$ cat config.mk
export PLATFORM = sky130hd
export DESIGN_NAME = fifo_lvl
export DESIGN_NICKNAME = d
export VERILOG_FILES = /design/src/rtl/fifo_lvl.sv
export SDC_FILE = /design/constraint.sdc
export NUM_CORES = 1
export LEC_CHECK = 0
export BUFFER_PORTS_ARGS = -buffer_cell sky130_fd_sc_hd__clkbuf_2
export CORE_ASPECT_RATIO = 0.8
export CORE_MARGIN = 8
export CORE_UTILIZATION = 55
export CTS_CLUSTER_SIZE = 16
export DETAILED_ROUTE_END_ITERATION = 8
export PLACE_DENSITY_LB_ADDON = 0.1
export SYNTH_ARGS = -nofsm -noshare
export SYNTH_HDL_FRONTEND = slang
export SYNTH_SLANG_ARGS = --single-unit
$ cat constraint.sdc
create_clock -name clock -period 4.9 [get_ports clock]
set_input_delay 0.49 -clock clock [delete_from_list [all_inputs] [get_ports clock]]
set_output_delay 0.49 -clock clock [all_outputs]
set_load 0.01 [all_outputs]
$ cat src/rtl/fifo_lvl.sv
// fifo_lvl: single-clock FIFO with a registered fill level, programmable
// almost-full / almost-empty thresholds, sticky overflow/underflow flags
// and a synchronous flush. DEPTH need not be a power of two.
//
// Ports:
//   clock, reset            rising-edge clock, asynchronous active-high reset
//   flush                   synchronous empty request (pointers/level to 0)
//   clear_err               clears overflow/underflow (a new error wins)
//   in_shift, in_data       push request and data
//   in_full, in_afull       level == DEPTH, level >= AFULL_LVL
//   out_pop, out_data       pop request and read data
//   out_nempty, out_aempty  level != 0, level <= AEMPTY_LVL
//   level                   words stored, 0..DEPTH
//   overflow, underflow     sticky error flags
//
// Configuration macro: FIFO_LVL_FWFT_EN
//   defined   -> first-word-fall-through, out_data = memory[rd_ptr]
//   undefined -> registered read, out_data loads on the accepting edge
module fifo_lvl #(
    parameter int unsigned WIDTH      = 16,
    parameter int unsigned DEPTH      = 4,
    parameter int unsigned AFULL_LVL  = DEPTH - 1,
    parameter int unsigned AEMPTY_LVL = 1,
    localparam int unsigned LW        = $clog2(DEPTH + 1)
) (
    input  logic             clock,
    input  logic             reset,
    input  logic             flush,
    input  logic             clear_err,
    input  logic             in_shift,
    input  logic [WIDTH-1:0] in_data,
    output logic             in_full,
    output logic             in_afull,
    input  logic             out_pop,
    output logic [WIDTH-1:0] out_data,
    output logic             out_nempty,
    output logic             out_aempty,
    output logic [LW-1:0]    level,
    output logic             overflow,
    output logic             underflow
);

    localparam int unsigned PW = $clog2(DEPTH);

    logic [WIDTH-1:0] mem [DEPTH];
    logic [PW-1:0]    wr_ptr;
    logic [PW-1:0]    rd_ptr;

    logic          push_ok;
    logic          pop_ok;
    logic [LW-1:0] level_nxt;
    logic          ovf_nxt;
    logic          unf_nxt;

    function automatic logic [PW-1:0] bump(input logic [PW-1:0] p);
        return (p == PW'(DEPTH - 1)) ? '0 : p + PW'(1);
    endfunction

    // Acceptance uses the registered flags, so a simultaneous push and pop
    // at full/empty resolves to exactly one accepted operation.
    always_comb begin
        push_ok   = in_shift && !in_full && !flush;
        pop_ok    = out_pop && out_nempty && !flush;
        level_nxt = level;
        if (flush) begin
            level_nxt = '0;
        end else if (push_ok && !pop_ok) begin
            level_nxt = level + LW'(1);
        end else if (pop_ok && !push_ok) begin
            level_nxt = level - LW'(1);
        end
        // Error set has priority over clear; flush suppresses new errors.
        ovf_nxt = (overflow && !clear_err) || (!flush && in_shift && in_full);
        unf_nxt = (underflow && !clear_err) || (!flush && out_pop && !out_nempty);
    end

    // Flags are computed from the next level so they register alongside it.
    always_ff @(posedge clock or posedge reset) begin
        if (reset) begin
            wr_ptr     <= '0;
            rd_ptr     <= '0;
            level      <= '0;
            in_full    <= 1'b0;
            in_afull   <= 1'b0;
            out_nempty <= 1'b0;
            out_aempty <= 1'b1;
            overflow   <= 1'b0;
            underflow  <= 1'b0;
        end else begin
            if (flush) begin
                wr_ptr <= '0;
                rd_ptr <= '0;
            end else begin
                if (push_ok) wr_ptr <= bump(wr_ptr);
                if (pop_ok)  rd_ptr <= bump(rd_ptr);
            end
            level      <= level_nxt;
            in_full    <= (level_nxt == LW'(DEPTH));
            in_afull   <= (level_nxt >= LW'(AFULL_LVL));
            out_nempty <= (level_nxt != '0);
            out_aempty <= (level_nxt <= LW'(AEMPTY_LVL));
            overflow   <= ovf_nxt;
            underflow  <= unf_nxt;
        end
    end

    // Storage is deliberately not reset.
    always_ff @(posedge clock) begin
        if (push_ok) mem[wr_ptr] <= in_data;
    end

`ifdef FIFO_LVL_FWFT_EN
    assign out_data = mem[rd_ptr];
`else
    always_ff @(posedge clock or posedge reset) begin
        if (reset) begin
            out_data <= '0;
        end else if (pop_ok) begin
            out_data <= mem[rd_ptr];
        end
    end
`endif

endmodule

==> qor.csv <==
metric,value,unit
worst_pin_slew,1.082,ns
synth-edff-count,64,
initial_core_util,57.13,%
finalNonFillerCells,334,
cts_root_buf,clkbuf_8,
antenna_left,0,
netlist_area,0.003661,mm^2
worst-path-max-fanout,19,
post-route-period-util,42.45,%
tns,0,ns
dr_total_vias,1818,
wl_per_cell,18.35,um
routed_wl,6128,um
synth_nets,222,
synth.most_common_cell,edfxtp_1,
postCtsSetupRepairBufs,0,
end_kind,register,
synth_top_area_cell,edfxtp_1,
num_antenna_cells,0,
yosysUniqueCellTypes,37,
r2r_slack,2.82,ns
setup_ws,2.820,ns
antenna_found_initial,0,
rows,26,
num_io_pins,47,
cts.clk_slew.worst_paths,0.09,ns
peakVddDrop,0.2738,mV
gp_congestion,0.8110,
cts.sinks,93,
drt-initial-drc-count,55,
htreeDepth,3,
synth_ff_type,edfxtp_1,
min_period,2.080,ns
status,"complete, no violations",
clock_skew,0.009747,ns
r2r-end,out_data[1],
postSynth.asyncResetShare,31.18,%
maxCapViolCount,0,
fp.coreArea,0.006409,mm^2
max_freq,0.4808,GHz
leakagePower,1.566,nW
cts_resized,0,
rsz0062_at_grt,false,
cts_tree,done,
rr_worst_depth,2,
die_area,0.009539,mm^2
viasPerCell,5.443,
grt_pass1_wl,9936,um
setup_viol,0,
cp-start-kind,register,
yosys_warnings,0,
timing.slew.headroom,27.84,%
holdBufCountCts,0,
grt_pass1_vias,1932,
worst-setup-path-type,register to register,
drive_above_1_share,39.60,%
grt_max_degree,30,
clk_latency,0.34,ns
hold_class,input pin to async pin,
cp.required,5.12,ns
synthCells,193,
worstReg2RegStart,rd_ptr[0],
ys_seq_area_share,72.35,%
cts_buffers,9,
synth_area_per_cell,18.97,um^2
syn_to_final_growth,12.68,%
worstPathArrival,2.30,ns
clockBufferDepth,2,
p_per_area,459.8,mW/mm^2
drc_errors,0,
synth.area.top_cells,"edfxtp_1 (52%), dfrtp_1 (19%), mux4_2 (9.8%)",
report.final.slew_viol_count,0,
placed_cells,318,
yosysTopAreaCellShare,52.49,%
first_pass_iters,4,
grt.total_usage,14.09,%
place_ws,2.662,ns
port_buffers,46,
overflow,0,
hold_viol,0,
hpwl,4077,um
ys_ff_latch,93,
synth_commonest_cells,"edfxtp_1 (64), dfrtp_1 (28), mux4_2 (16)",
die_h,88.98,um
dieWidth,107.2,um
fin_nets,274,
[logic make-up after synthesis]
family,count (synthesis),synth area share [%]
XOR/XNOR,1,0.6151
buffers and inverters,15,2.119
AO/OA/AOI/OAI,16,3.008
AND/OR/NAND/NOR,28,4.443
multiplexers,33,15.07
adder cells (fa/ha/maj),7,2.392
flip-flops,93,72.35
[power by group]
part,switching [mW],internal [mW],leakage (nW)
Sequential,0.0874,0.959,0.943
Clock,0.246,0.181,0.0805
Combinational,0.203,0.220,0.542
Total,0.536,1.36,1.57
[worst max-delay path: stages (launching register included)]
cell     delay [ns]
dfrtp_1        1.06
mux4_2         0.60
mux2_1         0.30
[metal layers]
| metal | up-vias | track usage [%] | share of wire [%] |
|---|---|---|---|
| met5 | - | 0 | 0 |
| met2 | 44 | 22.68 | 49 |
| li1 | 848 | - | - |
| met3 | 4 | 5.187 | 6.5 |
| met1 | 922 | 16.98 | 44 |
| met4 | 0 | 5.732 | 0.78 |
[cells in the final DEF, fill, tap and decap left out, drive strengths merged]
| cell type | instances |
|---|---|
| nand2b | 1 |
| clkinvlp | 2 |
| o32ai | 1 |
| clkinv | 4 |
| nand3b | 2 |
| a21boi | 1 |
| dfstp | 1 |
| buf | 1 |
| and2b | 1 |
| inv | 10 |
| dfrtp | 28 |
| or2 | 1 |
| nand3 | 1 |
| nor4b | 2 |
| xnor3 | 1 |
| mux4 | 16 |
| o21ai | 2 |
| nor2 | 5 |
| a21oi | 7 |
| ha | 7 |
| and2 | 5 |
| a21o | 1 |
| edfxtp | 64 |
| clkbuf | 55 |
| a31oi | 1 |
| nand2 | 7 |
| o22ai | 2 |
| nor3 | 3 |
| a32oi | 1 |
| mux2 | 17 |
[stage by stage]
step / utilization (%) / instance area, um^2 / total power, mW / hold slack [ns]
2_1_floorplan: - / 3661 / 1.331 / 0.5344
3_3_place_gp: 61.79 / 3960 / 1.481 / 0.4817
3_5_place_dp: 61.79 / 3960 / 1.500 / 0.4841
4_1_cts: 64.37 / 4125 / 1.928 / 0.1884
5_1_grt: 64.37 / 4125 / 2.006 / 0.2052
6_report: 64.37 / 4125 / 1.897 / 0.1838
[cell type report]
class                   count  area, um^2
clock buffers               9       123.9
clock inverters             7       41.29
fillers                   433        2283
inverters                   9       33.78
multi-input cells          85       934.6
flip-flops and latches     93        2649
well taps                  84       105.1
repair buffers             47       237.7
[registers in the layout, indices dropped and copies added (netlist names)]
| register | flops |
|---|---|
| mem | 64 |
| level | 3 |
| in_full | 1 |
| out_nempty | 1 |
| out_data | 16 |
| underflow | 1 |
| overflow | 1 |
| rd_ptr | 2 |
| wr_ptr | 2 |
| in_afull | 1 |
| out_aempty | 1 |
[how the worst max path moves through the flow]
stage	slack, ns	start	depth (start not counted)	end
floorplan	3.26	in_full	3	mem[3][0]
CTS	2.72	rd_ptr[0]	2	out_data[1]
detailed placement	2.66	flush	3	out_data[1]
finish	2.82	rd_ptr[0]	2	out_data[1]
global route	2.63	rd_ptr[0]	2	out_data[1]
global placement	2.75	flush	3	out_data[1]
(Power assumes the default switching activity.)
